==> src/rtl/ex_muldiv_unit_if.sv <==
// Bus between the EX stage and the iterative RV32M multiply/divide unit.
// The slave modport is the unit side. The master modport is the pipeline/driver side.
interface ex_muldiv_unit_if #(
    parameter int NB_DATA = 32
);
    logic               i_start;
    logic [2:0]         i_funct3;
    logic [1:0]         i_forward_a;
    logic [1:0]         i_forward_b;
    logic [NB_DATA-1:0] i_rs1_data;
    logic [NB_DATA-1:0] i_rs2_data;
    logic [NB_DATA-1:0] i_mem_result;
    logic [NB_DATA-1:0] i_wb_result;
    logic               i_flush;
    logic               o_stall;
    logic               o_busy;
    logic               o_done;
    logic [NB_DATA-1:0] o_result;

    modport slave (
        input  i_start, i_funct3, i_forward_a, i_forward_b,
        input  i_rs1_data, i_rs2_data, i_mem_result, i_wb_result, i_flush,
        output o_stall, o_busy, o_done, o_result
    );

    modport master (
        output i_start, i_funct3, i_forward_a, i_forward_b,
        output i_rs1_data, i_rs2_data, i_mem_result, i_wb_result, i_flush,
        input  o_stall, o_busy, o_done, o_result
    );
endinterface

==> src/rtl/ex_muldiv_unit.sv <==
// Iterative RV32M multiply/divide unit for the EX stage.
// Operands are picked from the regfile or from forwarded MEM/WB values and captured at start.
// It then runs NB_DATA shift-add or restoring-divide steps and stalls the pipeline while busy.
// Optional macro MULDIV_FAST_MUL_EN: multiplies become a single-cycle combinational product.
module ex_muldiv_unit #(
    parameter int NB_DATA = 32
) (
    input  logic             i_clk,
    input  logic             i_rst,
    ex_muldiv_unit_if.slave  bus
);
    localparam int CW = $clog2(NB_DATA) + 1;
    localparam int NW = 2 * NB_DATA;

    typedef enum logic [1:0] {IDLE, RUN, DONE} state_e;

    state_e             state_q, state_d;
    logic [CW-1:0]      cnt_q, cnt_d;
    logic [2:0]         f3_q, f3_d;
    logic               qneg_q, qneg_d;   // product / quotient negate
    logic               rneg_q, rneg_d;   // remainder negate (dividend sign)
    logic [NW-1:0]      acc_q, acc_d;     // {high, low}: product, or {remainder, quotient}
    logic [NB_DATA-1:0] opb_q, opb_d;     // multiplicand / divisor magnitude
    logic [NB_DATA-1:0] res_q;

    logic [NB_DATA-1:0] op_a, op_b, mag_a, mag_b;
    logic               a_sgn, b_sgn, sa, sb, div_zero, div_ovf;
    logic [NB_DATA:0]   mul_sum, div_r, div_diff;
    logic [NW-1:0]      prod_fix;
    logic [NB_DATA-1:0] quo_fix, rem_fix, fin;

`ifdef MULDIV_FAST_MUL_EN
    logic [NW-1:0]      fa, fb, fprod;

    // Single-cycle product: sign-extending to full width keeps the low NW bits exact
    always_comb begin
        fa    = {{NB_DATA{a_sgn & op_a[NB_DATA-1]}}, op_a};
        fb    = {{NB_DATA{b_sgn & op_b[NB_DATA-1]}}, op_b};
        fprod = fa * fb;
    end
`endif

    // Forwarding mux; select 11 falls back to the regfile value
    always_comb begin
        case (bus.i_forward_a)
            2'b10:   op_a = bus.i_mem_result;
            2'b01:   op_a = bus.i_wb_result;
            default: op_a = bus.i_rs1_data;
        endcase
        case (bus.i_forward_b)
            2'b10:   op_b = bus.i_mem_result;
            2'b01:   op_b = bus.i_wb_result;
            default: op_b = bus.i_rs2_data;
        endcase
    end

    // Operand signedness, magnitudes and divide special cases, decoded from the incoming funct3
    always_comb begin
        a_sgn    = (bus.i_funct3 == 3'b001) || (bus.i_funct3 == 3'b010) ||
                   (bus.i_funct3 == 3'b100) || (bus.i_funct3 == 3'b110);
        b_sgn    = (bus.i_funct3 == 3'b001) || (bus.i_funct3 == 3'b100) ||
                   (bus.i_funct3 == 3'b110);
        sa       = a_sgn & op_a[NB_DATA-1];
        sb       = b_sgn & op_b[NB_DATA-1];
        mag_a    = sa ? -op_a : op_a;
        mag_b    = sb ? -op_b : op_b;
        div_zero = bus.i_funct3[2] && (op_b == '0);
        div_ovf  = bus.i_funct3[2] && !bus.i_funct3[0] &&
                   (op_a == {1'b1, {(NB_DATA-1){1'b0}}}) && (op_b == '1);
    end

    // One iteration step: shift-add for multiply, restoring subtract for divide
    always_comb begin
        mul_sum  = {1'b0, acc_q[NW-1:NB_DATA]} + (acc_q[0] ? {1'b0, opb_q} : '0);
        div_r    = acc_q[NW-1:NB_DATA-1];
        div_diff = div_r - {1'b0, opb_q};
    end

    // Next-state logic: capture at start, step in RUN, single-cycle exit from DONE
    always_comb begin
        state_d = state_q;
        cnt_d   = cnt_q;
        f3_d    = f3_q;
        qneg_d  = qneg_q;
        rneg_d  = rneg_q;
        acc_d   = acc_q;
        opb_d   = opb_q;
        case (state_q)
            IDLE: begin
                if (bus.i_start) begin
                    f3_d    = bus.i_funct3;
                    cnt_d   = '0;
                    opb_d   = mag_b;
                    qneg_d  = sa ^ sb;
                    rneg_d  = sa;
                    acc_d   = {{NB_DATA{1'b0}}, mag_a};
                    state_d = RUN;
                    // Special cases preload {remainder, quotient} so DONE needs no extra path
                    if (div_zero) begin
                        acc_d   = {op_a, {NB_DATA{1'b1}}};
                        qneg_d  = 1'b0;
                        rneg_d  = 1'b0;
                        state_d = DONE;
                    end else if (div_ovf) begin
                        acc_d   = {{NB_DATA{1'b0}}, op_a};
                        qneg_d  = 1'b0;
                        rneg_d  = 1'b0;
                        state_d = DONE;
                    end
`ifdef MULDIV_FAST_MUL_EN
                    else if (!bus.i_funct3[2]) begin
                        acc_d   = fprod;
                        qneg_d  = 1'b0;
                        rneg_d  = 1'b0;
                        state_d = DONE;
                    end
`endif
                end
            end
            RUN: begin
                if (f3_q[2]) begin
                    if (!div_diff[NB_DATA])
                        acc_d = {div_diff[NB_DATA-1:0], acc_q[NB_DATA-2:0], 1'b1};
                    else
                        acc_d = {div_r[NB_DATA-1:0], acc_q[NB_DATA-2:0], 1'b0};
                end else begin
                    acc_d = {mul_sum, acc_q[NB_DATA-1:1]};
                end
                cnt_d = cnt_q + CW'(1);
                if (cnt_q == CW'(NB_DATA - 1)) begin
                    cnt_d   = '0;
                    state_d = DONE;
                end
            end
            DONE:    state_d = IDLE;
            default: state_d = IDLE;
        endcase
        if (bus.i_flush) state_d = IDLE;
    end

    // Sign correction on the value entering DONE, so o_result is valid alongside o_done
    always_comb begin
        prod_fix = qneg_d ? -acc_d : acc_d;
        quo_fix  = qneg_d ? -acc_d[NB_DATA-1:0] : acc_d[NB_DATA-1:0];
        rem_fix  = rneg_d ? -acc_d[NW-1:NB_DATA] : acc_d[NW-1:NB_DATA];
        if (f3_d[2])
            fin = f3_d[1] ? rem_fix : quo_fix;
        else
            fin = (f3_d[1:0] == 2'b00) ? prod_fix[NB_DATA-1:0] : prod_fix[NW-1:NB_DATA];
    end

    // State and datapath registers
    always_ff @(posedge i_clk or posedge i_rst) begin
        if (i_rst) begin
            state_q <= IDLE;
            cnt_q   <= '0;
            f3_q    <= '0;
            qneg_q  <= 1'b0;
            rneg_q  <= 1'b0;
            acc_q   <= '0;
            opb_q   <= '0;
        end else begin
            state_q <= state_d;
            cnt_q   <= cnt_d;
            f3_q    <= f3_d;
            qneg_q  <= qneg_d;
            rneg_q  <= rneg_d;
            acc_q   <= acc_d;
            opb_q   <= opb_d;
        end
    end

    // Result register; only a completing operation updates it (flush forces IDLE, so it holds)
    always_ff @(posedge i_clk or posedge i_rst) begin
        if (i_rst)                res_q <= '0;
        else if (state_d == DONE) res_q <= fin;
    end

    assign bus.o_busy   = (state_q != IDLE);
    assign bus.o_done   = (state_q == DONE) && !bus.i_flush;
    assign bus.o_stall  = ((state_q == IDLE) && bus.i_start && !bus.i_flush && !i_rst) ||
                          (state_q == RUN);
    assign bus.o_result = res_q;
endmodule
==> src/flat_wrapper.sv <==
// flat-port wrapper written by rule: the top's interface ports become plain ports
module ex_muldiv_unit_flat 
#(
    parameter int NB_DATA = 32
)
  (i_clk, i_rst, bus_i_start, bus_i_funct3, bus_i_forward_a, bus_i_forward_b, bus_i_rs1_data, bus_i_rs2_data, bus_i_mem_result, bus_i_wb_result, bus_i_flush, bus_o_stall, bus_o_busy, bus_o_done, bus_o_result);
  ex_muldiv_unit_if #(.NB_DATA(NB_DATA)) bus_i ();
  input  logic i_clk;
  input  logic i_rst;
  input wire logic [$bits(bus_i.i_start)-1:0] bus_i_start;
  input wire logic [$bits(bus_i.i_funct3)-1:0] bus_i_funct3;
  input wire logic [$bits(bus_i.i_forward_a)-1:0] bus_i_forward_a;
  input wire logic [$bits(bus_i.i_forward_b)-1:0] bus_i_forward_b;
  input wire logic [$bits(bus_i.i_rs1_data)-1:0] bus_i_rs1_data;
  input wire logic [$bits(bus_i.i_rs2_data)-1:0] bus_i_rs2_data;
  input wire logic [$bits(bus_i.i_mem_result)-1:0] bus_i_mem_result;
  input wire logic [$bits(bus_i.i_wb_result)-1:0] bus_i_wb_result;
  input wire logic [$bits(bus_i.i_flush)-1:0] bus_i_flush;
  output wire logic [$bits(bus_i.o_stall)-1:0] bus_o_stall;
  output wire logic [$bits(bus_i.o_busy)-1:0] bus_o_busy;
  output wire logic [$bits(bus_i.o_done)-1:0] bus_o_done;
  output wire logic [$bits(bus_i.o_result)-1:0] bus_o_result;
  assign bus_i.i_start = bus_i_start;
  assign bus_i.i_funct3 = bus_i_funct3;
  assign bus_i.i_forward_a = bus_i_forward_a;
  assign bus_i.i_forward_b = bus_i_forward_b;
  assign bus_i.i_rs1_data = bus_i_rs1_data;
  assign bus_i.i_rs2_data = bus_i_rs2_data;
  assign bus_i.i_mem_result = bus_i_mem_result;
  assign bus_i.i_wb_result = bus_i_wb_result;
  assign bus_i.i_flush = bus_i_flush;
  assign bus_o_stall = bus_i.o_stall;
  assign bus_o_busy = bus_i.o_busy;
  assign bus_o_done = bus_i.o_done;
  assign bus_o_result = bus_i.o_result;
  ex_muldiv_unit #(.NB_DATA(NB_DATA)) u_core (.i_clk(i_clk), .i_rst(i_rst), .bus(bus_i));
endmodule
==> config.mk <==
export PLATFORM = sky130hd
export DESIGN_NAME = ex_muldiv_unit_flat
export DESIGN_NICKNAME = d
export VERILOG_FILES = /design/src/rtl/ex_muldiv_unit_if.sv /design/src/rtl/ex_muldiv_unit.sv /design/src/flat_wrapper.sv
export SDC_FILE = /design/constraint.sdc
export NUM_CORES = 1
export LEC_CHECK = 0
export CORE_AREA = 2 2 205 288
export CTS_CLUSTER_DIAMETER = 80
export DETAILED_ROUTE_END_ITERATION = 10
export DIE_AREA = 0 0 207 290
export SLEW_MARGIN = 10
export SYNTH_ARGS = -nofsm -noshare
export SYNTH_HDL_FRONTEND = slang
export SYNTH_SLANG_ARGS = --single-unit
==> constraint.sdc <==
create_clock -name i_clk -period 6.15 [get_ports i_clk]
set_clock_uncertainty 0.1 [all_clocks]
set_input_delay 1.23 -clock i_clk [delete_from_list [all_inputs] [get_ports i_clk]]
set_output_delay 1.23 -clock i_clk [all_outputs]
set_load 0.05 [all_outputs]
# --- Yosys cells after proc, flatten, opt, wreduce, memory -nomap -nowiden ---
# Cells that the tools add are included.
classes:
  addsub: 8
  eq_ne: 15
  n_mux: 36
  bitwise: 3
  n_reduce_logical: 24
ops:
  columns: ["op", "count"]
  rows:
  - ["$mux 64", 5]
  - ["$mux 32", 9]
  - ["$neg 32->32", 4]
  - ["$pmux 32 s2", 2]
  - ["$pmux 64 s2", 1]
  - ["$eq 32x32->1 const B", 2]
  - ["$neg 64->64", 1]
  - ["$add 32x33->33", 1]
  - ["$sub 33x32->33", 1]
  - ["$logic_not 32->1", 1]
  - ["$mux 6", 2]
  - ["$pmux 6 s2", 1]
  - ["$mux 2", 5]
  - ["$eq 2x2->1 const B", 4]
  - ["$logic_and 1x1->1", 8]
  - ["$mux 1", 8]
  - ["$add 6x1->6 const B", 1]
  - ["$eq 2x1->1 const B", 3]
  - ["$eq 3x3->1 const B", 2]
  - ["$eq 6x5->1 const B", 1]
  - ["$logic_or 1x1->1", 6]
  - ["$mux 3", 2]
  - ["$logic_not 2->1", 2]
  - ["$pmux 2 s2", 1]
  - ["other kinds (8)", 13]
totals:
  reg_bits: 141
  input_bits: 139
  output_inout_bits: 35
  word_cells: 94

# --- Longest topological paths before layout ---
depth:
  ltp_word: 14
  depth_mapped: 29
  ltp_nobuf: 22

# --- Worst setup path after synthesis ---
# OpenSTA, ideal clock, no wires.
synth_path:
  path_kind: "input to register"
  start: "input bus_i_forward_a[0]"
  end: "register u_core.res_q[31] (netlist: u_core.bus.o_result[31])"
  setup_time_ns: 0.092
  arrival_ns: 6.779
  required_time_ns: 5.958
  path_slack_ns: -0.821
  cell_stages: 25
  path_buffers: 6
  cell_sequence: "inv_1 > ha_1 > buf_2 > buf_2 > buf_2 > clkbuf_1 > a221oi_1 > or2_2 > ha_1 > nor4bb_1 > a31oi_1 > nor4_2 > nand3_1 > or4_4 > buf_6 > a211oi_2 > o2111ai_1 > or4_1 > buf_2 > nor4_4 > and3_1 > and4_1 > nor3_1 > o21a_1 > o31ai_2"
synth_between:
  elab_chain_cells: 13
  elab_cells_between_ends: 37
  classes_between: "add/sub: 4; eq/ne: 4; mux: 25; bitwise: 2; reduce/logical: 2"
synth_rtl:
  columns: ["element", "line_no", "text"]
  rows:
  - ["start: declaration", "flat_wrapper.sv:12", "input wire logic [$bits(bus_i.i_forward_a)-1:0] bus_i_forward_a;"]
  - ["$eq 2x1->1 / $eq 2x2->1 (equally long branches)", "ex_muldiv_unit.sv:45", "case (bus.i_forward_a)"]
  - ["$pmux 32 s2 (*)", "ex_muldiv_unit.sv:45", null]
  - ["branches (longest 11 deep; another with $neg 64->64)", null, null]
  - ["end signal: assignment", "ex_muldiv_unit.sv:176", "else if (state_d == DONE) res_q <= fin;"]
  - ["end: declaration", "ex_muldiv_unit.sv:24", "logic [NB_DATA-1:0] res_q;"]
# Mark *: on every way between the ends.
# A chain may end at the register's enable or synchronous reset.

# --- Worst setup path in the final report ---
layout_path:
  start: "input bus_i_forward_a[0]"
  end: "register u_core.res_q[23] (netlist: u_core.bus.o_result[23])"
layout_between:
  elab_chain_cells: 13
  elab_cells_between_ends: 37
  classes_between: "add/sub: 4; eq/ne: 4; mux: 25; bitwise: 2; reduce/logical: 2"
layout_rtl:
  columns: ["element", "line_no", "text"]
  rows:
  - ["$eq 2x1->1 / $eq 2x2->1 (equally long branches)", "ex_muldiv_unit.sv:45", null]
  - ["$pmux 32 s2 (*)", "ex_muldiv_unit.sv:45", null]
  - ["branches (longest 3 deep; another with $neg 32->32)", null, null]
  - ["$mux 32 (*)", "ex_muldiv_unit.sv:104", "end else if (div_ovf) begin"]
  - ["$mux 64 (*)", "ex_muldiv_unit.sv:99", "if (div_zero) begin"]
  - ["$mux 64 (*)", "ex_muldiv_unit.sv:90", "if (bus.i_start) begin"]
  - ["$pmux 64 s2 (*)", "ex_muldiv_unit.sv:88", "case (state_q)"]
  - ["via u_core.acc_d[9]", "ex_muldiv_unit.sv:22", "logic [NW-1:0] acc_q, acc_d;"]
  - ["$neg 64->64 / $neg 32->32 (equally long branches)", "ex_muldiv_unit.sv:143, ex_muldiv_unit.sv:144", null]
  - ["$mux 64 / $mux 32 (equally long branches)", "ex_muldiv_unit.sv:143, ex_muldiv_unit.sv:144", null]
  - ["$mux 32, on equally long branches", "ex_muldiv_unit.sv:149, ex_muldiv_unit.sv:147", null]
  - ["$mux 32 (*)", "ex_muldiv_unit.sv:146", "if (f3_d[2])"]
# Mark *: on every way through the listed nets, which the timed path passes.

==> impl_metrics.tcl <==
set metrics [dict create \
    ys_ff_latch 141 \
    final_common_cell "buf_4" \
    synth_top_family_by_area "compound AO/OA/AOI/OAI gates" \
    wire_per_inst_um 25.87 \
    cts_buffers 17 \
    htree_levels 4 \
    synth_warnings 0 \
    worstMarginPinSlew_ns 0.9703 \
    hold_path.class "flop to flop" \
    grt_pass1_vias 21460 \
    post-dp-hpwl_um 77360 \
    rows 104 \
    ant_nets 0 \
    synth_xor_area_share_pct 8.480 \
    clk_path_buf_depth 2 \
    status "complete, no violations" \
    setup_viol 0 \
    reg2regPathDepth 17 \
    hold_path_startpoint "u_core.bus.o_result[18]$_DFFE_PP0N_" \
    ys_async_sr_fraction_pct 100.0 \
    fin_crit_sh_pct 99.53 \
    synthMuxAreaShare_pct 2.291 \
    gr-total-overflow 0 \
    slew_headroom_pct 35.02 \
    drcViolationCount 0 \
    max_freq_mhz 163.4 \
    layout_common_cells "buf_4 (522), nand2_1 (212), o21ai_0 (193), nor2_1 (175), clkdlybuf4s50_1 (166)" \
    min_to "u_core.bus.o_result[18]$_DFFE_PP0N_" \
    drive_gt1_share_pct 25.24 \
    end_kind "flop" \
    worstSetupPathType "input port to flop" \
    synthSimpleGateAreaFrac_pct 24.01 \
    cp_data_arrival_time_ns 6.37 \
    drv_slew 0 \
    fin_crit_ns 6.121 \
    reg2reg_to "u_core.bus.o_result[23]$_DFFE_PP0N_" \
    viasPerCell 5.899 \
    synth_compound_area_share_pct 32.93 \
    vias 21610 \
    fin_util_pct 43.18 \
    clk_latency_ns 0.47 \
    r2r_setup_slack_ns 0.40 \
    antenna_found_initial 1 \
    hold_viol_final 0 \
    area_growth_pct 45.08 \
    fill_cells 5849 \
    cts_tree "built" \
    clk_pin_slew_ns 0.07 \
    r2r_start "u_core.opb_q[27]$_DFFE_PP0P_" \
    ys_seq_area_share_pct 20.70 \
    track_usage_pct 30.51 \
    die_area_mm2 0.06003 \
    synthCells 2306 \
    peakVddDrop_v 0.0002590 \
    startpoint "bus_i_forward_a[0]" \
    syn-cell-area_mm2 0.01704 \
    wirelength_um 94750 \
    die_w_um 207 \
    cts_sinks 141 \
    portBuffers 173 \
    dr.pass1.iters 5 \
    cp.required_ns 6.40 \
    fin_setup_tns_ns 0 \
    cts-root-buf "clkbuf_16" \
    grt_max_degree 75 \
    start_kind "input port" \
    io-pin-count 174 \
    first_iter_violations 1775 \
    ys.flop_type "dfrtp_1" \
    nets 3122 \
    core_mm2 0.05725 \
    cp_max_fo 6 \
    synthAdderAreaFrac_pct 5.668 \
    synth_fp_nets 2521 \
    die-height_um 290 \
    initial_utilization_pct 29.77 \
    gp_congestion 1.029 \
    power_density_mw_per_mm2 367.1 \
    whs_path_depth 2 \
    yosys.cell_types.count 97 \
    syn_avg_cell_area_um2 7.391 \
    synth_edf_count 0 \
    maxCapViolCount 0 \
    grt_pass1_wl_um 138300 \
    power_leakage_nw 10.91 \
]
==> critical path: stages <==
cell and delay [ns]:
dlygate4sd2_1 0.30, inv_6 0.04, ha_4 0.33, buf_6 0.15, inv_1 0.11, o21ai_0 0.53
and4b_1 0.38, nand3_1 0.25, or4_4 0.58, a311oi_2 0.31, nor3_1 0.11, or4_4 0.55
buf_6 0.15, nor4_4 0.26, buf_6 0.17, nand3_4 0.16, buf_4 0.19, o41a_1 0.30
a21oi_1 0.17, o31ai_2 0.08
==> Yosys cell counts, types with 28 or more instances <==
cell | n | area share [%]
nand3_1 | 61 | 1.8
mux2i_1 | 30 | 1.8
xnor2_1 | 107 | 5.5
nor2b_1 | 42 | 1.5
a21o_1 | 28 | 1.2
nor3_1 | 46 | 1.4
xor2_1 | 58 | 3.0
a21oi_1 | 147 | 4.3
a22oi_1 | 35 | 1.5
and3_1 | 36 | 1.3
o21ai_0 | 213 | 6.3
dfrtp_1 | 141 | 21
nand2_1 | 213 | 4.7
a221oi_1 | 42 | 2.2
a31oi_1 | 57 | 2.1
a221o_1 | 29 | 1.7
inv_1 | 105 | 2.3
nand4_1 | 30 | 1.1
nor2_1 | 177 | 3.9
o31ai_1 | 34 | 1.5
clkbuf_1 | 113 | 2.5
nor4_1 | 29 | 1.1
ha_1 | 74 | 5.4
and2_1 | 50 | 1.8
==> how the worst max path moves through the flow <==
stage | endpoint | slack [ns] | cells past startpoint
2_1_floorplan | u_core.bus.o_result[22]$_DFFE_PP0N_ | -0.31 | 25
3_3_place_gp | u_core.bus.o_result[31]$_DFFE_PP0N_ | -0.99 | 21
3_5_place_dp | u_core.bus.o_result[31]$_DFFE_PP0N_ | -1.03 | 21
4_1_cts | u_core.bus.o_result[10]$_DFFE_PP0N_ | 0.003 | 30
5_1_grt | u_core.bus.o_result[29]$_DFFE_PP0N_ | -0.07 | 22
6_report | u_core.bus.o_result[23]$_DFFE_PP0N_ | 0.03 | 20
==> sequential cells by signal (all words and copies together) (netlist names) <==
signal,cells
u_core.cnt_q,6
u_core.rneg_q,1
u_core.f3_q,3
u_core.opb_q,32
u_core.qneg_q,1
u_core.acc_q,64
u_core.bus.o_result,32
u_core.state_q,2
==> layer usage <==
| layer | GRT usage [%] | wire [um] | up-vias |
|---|---|---|---|
| li1 | - | - | 9858 |
| met1 | 35.06 | 36120 | 10550 |
| met2 | 52.76 | 46120 | 943 |
| met3 | 3.506 | 5321 | 261 |
| met4 | 21.11 | 7186 | 0 |
| met5 | 0 | 0 | - |
==> kinds of logic (layout without fill, tap and decap cells) <==
group	after synthesis	after routing
AOI/OAI and AO/OA	831	831
xor gates and xnor gates	165	165
adders and majority gates	76	76
buffers and inverters	252	866
DFF	141	141
muxes	38	38
other	0	1
and+or+nand+nor	803	803
==> metrics by stage <==
stage	worst slack (ns)	hold WS [ns]	std cells	total power, W	instance area [um2]
after floorplan	-0.3121	0.3463	2306	0.004748	17250
after global placement	-0.9907	0.3663	3607	0.007720	23510
after detailed placement	-1.030	0.3732	3607	0.007733	23510
after CTS	0.003431	0.3870	3656	0.008893	24440
after global routing	-0.07221	0.4021	3662	0.009563	24720
final	0.02887	0.3884	3663	0.009077	24730
==> power breakdown <==
group / internal, W / switching, W / total (W)
registers: 0.00112 / 0.000341 / 0.00147
clock network: 0.000579 / 0.000461 / 0.00104
logic: 0.00279 / 0.00378 / 0.00657
==> area by class of cell <==
| type | instances | area [um2] | area share [%] |
|---|---|---|---|
| Timing Repair Buffer | 724 | 6172 | 24.96 |
| Clock buffer | 20 | 456.7 | 1.847 |
| Clock inverter | 12 | 113.9 | 0.4605 |
| Tap cell | 742 | 928.4 | 3.755 |
| Multi-Input combinational cell | 1913 | 13100 | 52.97 |
| Antenna cell | 1 | 2.502 | 0.01012 |
| Inverter | 110 | 425.4 | 1.721 |
| Sequential cell | 141 | 3530 | 14.28 |
==> repair_timing <==
action | 4_1_cts | 5_1_grt
gates resized for setup | 61 | 46
pin swaps | 17 | 23
endpoints found under the hold margin | 0 | 0
setup buffers | 17 | 5
setup endpoints to repair | 32 | 32
hold buffers | 0 | 0
cloned | 0 | 1
(Power assumes the default switching activity.)
==> RTL change 1 (same flow settings) <==
`NB_DATA` is set to 32 in 3 places; all go to 16.
--- a/src/rtl/ex_muldiv_unit_if.sv
+++ b/src/rtl/ex_muldiv_unit_if.sv
@@ -2,5 +2,5 @@
 // The slave modport is the unit side. The master modport is the pipeline/driver side.
 interface ex_muldiv_unit_if #(
-    parameter int NB_DATA = 32
+    parameter int NB_DATA = 16
 );
     logic               i_start;
--- a/src/rtl/ex_muldiv_unit.sv
+++ b/src/rtl/ex_muldiv_unit.sv
@@ -4,5 +4,5 @@
 // Optional macro MULDIV_FAST_MUL_EN: multiplies become a single-cycle combinational product.
 module ex_muldiv_unit #(
-    parameter int NB_DATA = 32
+    parameter int NB_DATA = 16
 ) (
     input  logic             i_clk,
--- a/src/flat_wrapper.sv
+++ b/src/flat_wrapper.sv
@@ -2,5 +2,5 @@
 module ex_muldiv_unit_flat 
 #(
-    parameter int NB_DATA = 32
+    parameter int NB_DATA = 16
 )
   (i_clk, i_rst, bus_i_start, bus_i_funct3, bus_i_forward_a, bus_i_forward_b, bus_i_rs1_data, bus_i_rs2_data, bus_i_mem_result, bus_i_wb_result, bus_i_flush, bus_o_stall, bus_o_busy, bus_o_done, bus_o_result);
Interface: changed (5 resized); port bits go from 174 to 94. No check against the original RTL was run, so the function may have changed too.
==> RTL change 1 against the original RTL <==
Area after synthesis shrank 49%; non-clock buffer count shrank 591; design area shrank 56%; critical path depth shrank 1; wire length shrank 61%; critical path type unchanged; core utilization shrank 24 points; worst setup slack gained 0.35 ns; total power shrank 56%; count of clock-buffer cells in the layout shrank 10; sequential cell count shrank 65; combinational power shrank 59%; via count shrank 57%.
==> RTL change 1: results (changes against the original RTL) <==
The met1 wire length is 14400 um (-60%). Count of fill cells added during filler insertion: 6439 (+10%). The overall via count from detail_route was 9397 (-57%); the final-layout clock buffer total was 10 (-50%). The logs give 0 (-1) for the initial antenna violation count and 19000 um (-59%) for the total length of routed met2 wires. Number of antenna repair diodes: 0 (-1). The clock latency at the later pin of the worst-skew pair was 0.36 ns (-0.11 ns); the adder-cell area share of the yosys netlist was 6.33% (+0.67 points). The number of port buffers was 93 (-46%). Number of flip-flops under the largest register name: 32 (-50%). The number of cell instances on the worst register-to-register path was 16 (-1); the portion of the layout cell area used by non-clock buffers was 11.5% (-13 points). The H-tree level count was 3 (-1).

Share of cell area taken by flip-flops and latches: 17.4% (+3.2 points). For the worst setup timing slack at the placement stage, the log shows 0.137 ns (+1.17 ns). The multiplexer fraction of the synthesized cell area works out to 3.57% (+1.3 points). The placer congestion estimate is 0.989 (-3.8%), and the clock net sink count is 76 (-46%). In the post-synthesis netlist, the biggest area contributors are sky130_fd_sc_hd__dfrtp_1, sky130_fd_sc_hd__ha_1, sky130_fd_sc_hd__xnor2_1, sky130_fd_sc_hd__o21ai_0, sky130_fd_sc_hd__nand2_1. The total global-route track usage came out at 11.9% (-19 points). The sequential-to-total area share from yosys stat was 21.8% (+1.1 points). The run gives 29700 um (-62%) as the detailed-placement wirelength estimate. Share of post-route cells with drive strength above 1: 8.84% (-16 points).

The flow ran to the end, and the final reports show no timing, DRC or antenna violations. For the maximum ir drop on the vdd rail, the log shows 0.179 mV (-31%). Layout net count: 1335 (-57%). The run gives 1948 (-46%) as the total placed cells including tap cells. For the met1 track demand over resource in global routing, the log shows 13.6% (-21 points). The tools report the global-route wire length before repair as 55900 um (-60%).
[RTL change 1: path summary, 6_finish.rpt]
path,start,end,slack [ns]
min in group asynchronous,i_rst,u_core.cnt_q[2]$_DFFE_PP0P_,1.37
worst max register to register,u_core.acc_q[0]$_DFF_PP0_,u_core.bus.o_result[15]$_DFFE_PP0N_,1.01
worst max-delay path,bus_i_forward_b[0],u_core.bus.o_result[13]$_DFFE_PP0N_,0.38
worst min-delay path,u_core.bus.o_result[10]$_DFFE_PP0N_,u_core.bus.o_result[10]$_DFFE_PP0N_,0.40
worst min register to register,u_core.bus.o_result[10]$_DFFE_PP0N_,u_core.bus.o_result[10]$_DFFE_PP0N_,0.40
max in group asynchronous,i_rst,u_core.acc_q[19]$_DFF_PP0_,3.54
[RTL change 1: report_power, final]
part           switching [mW]  internal (mW)
Clock                   0.242          0.277
Combinational            1.68           1.01
Sequential              0.183          0.613
Total                    2.11           1.90
==> RTL change 2 (same settings) <==
Without the edit above. Take the reset off `opb_q` and load it in a clocked block of its own.
--- a/src/rtl/ex_muldiv_unit.sv
+++ b/src/rtl/ex_muldiv_unit.sv
@@ -159,5 +159,4 @@
             rneg_q  <= 1'b0;
             acc_q   <= '0;
-            opb_q   <= '0;
         end else begin
             state_q <= state_d;
@@ -167,6 +166,9 @@
             rneg_q  <= rneg_d;
             acc_q   <= acc_d;
-            opb_q   <= opb_d;
         end
+    end
+
+    always_ff @(posedge i_clk) begin
+        opb_q <= opb_d;
     end
 
Function: same outputs for any inputs over 4 cycles, from zero or initial values and one cycle with i_rst high; that may be too few to reach the edited logic, so the function may still have changed.
==> RTL change 2 against the original RTL <==
Area after synthesis down 0.85%; die area unchanged; total power shrank 18%; register-to-register slack worse by 0.16 ns; sequential cell count unchanged; design area shrank 2.0%; sequential share of layout area rose by 0.96 points; combinational power down 26%; worst setup slack improved by 0.21 ns; wire length rose by 1.4%; highest routed layer unchanged.
==> RTL change 2: results (changes against the original RTL) <==
The flow ran to the end, and the final reports show no timing, DRC or antenna violations. Top fanout value on the critical path: 9 (+3). The internal reg-to-reg setup slack was 0.24 ns (-0.16 ns). The iteration-0 DRC count of the detailed router was 2153 (+21%); the sequential power was 1.41 mW (-4%). The final routed wirelength across all metal layers is 96000 um (+1.4%).

The startpoint identified for the worst hold timing path is u_core.bus.o_result[10]$_DFFE_PP0N_. The first-pass iteration count of the detailed router came out at 6 (+1). The overall via count from detail_route was 21300 (-1.3%); the wire length on met3 was 5570 um (+4.6%).

Adder-cell area share of the yosys netlist: 5.72% (+0.049 points). The sequential-to-total area share from yosys stat is 21.8% (+1.1 points). The path with the worst hold slack has its endpoint at u_core.bus.o_result[10]$_DFFE_PP0N_. The leakage power total came out at 10.4 nW (-4.3%). The power density normalized to cell area came out at 306 nW/um2 (-17%).

The share of post-route cells with drive strength above 1 came out at 25.7% (+0.50 points). For the total placed cells including tap cells, the log shows 3542 (-1.8%). The placer congestion estimate is 1.00 (-2.8%). The layout net count was 3042 (-2.6%); the met2 usage was 53.0% (+0.26 points).

In the synthesized netlist, the cells that appear most often are sky130_fd_sc_hd__nand2_1, sky130_fd_sc_hd__nor2_1, sky130_fd_sc_hd__o21ai_0. The switching share of power works out to 48.8% (-1.7 points). The multiplexer fraction of the synthesized cell area is 2.79% (+0.50 points), and the total global-route track usage is 30.9% (+0.36 points).

The detailed-placement wirelength estimate came out at 79600 um (+2.9%). The tools report the met1 track demand over resource in global routing as 35.1% (about the same). The fraction of the mapped netlist area in compound gates came out at 31.6% (-1.3 points). Placement-stage cell area: 23100 um2 (-2.0%).

Tracing the worst setup path back leads to its startpoint at bus_i_forward_a[1]. The xor and xnor area share after synthesis is 7.05% (-1.4 points). The initial antenna violation count was 2 (+1). The stage delay of the slowest cell on the critical path is 0.62 ns (+0.04 ns).
[RTL change 2: through the flow]
step                      setup slack (ns)  util, %  hold WS, ns
after floorplan                    0.00796        -        0.338
after global placement              -0.676     40.3        0.359
after detailed placement            -0.807     40.3        0.381
after CTS                           0.0135     41.5        0.402
after global routing                0.0423     42.3        0.426
final                                0.239     42.3        0.394
[RTL change 2: critical path, delay by kind of cell]
family	cells	cell delay, ns
adders and majority gates	1	0.18
and+or+nand+nor	7	2.48
buffers and inverters	6	0.92
AOI/OAI and AO/OA	7	1.33
[RTL change 2: layout make-up]
type	count	area, um2	area share, %
well taps	742	928	3.83
clock buffers	21	482	1.99
repair buffers	696	5810	24.0
multi-input cells	1860	12800	52.7
clock inverters	11	130	0.537
flip-flops and latches	141	3690	15.2
diodes	2	5.00	0.0207
inverters	111	419	1.73
[RTL change 2: timing repair]
item,CTS,global route
gates cloned,0,2
setup endpoints to repair,31,32
gates resized for setup,20,97
pin swaps,3,15
setup buffers,1,5
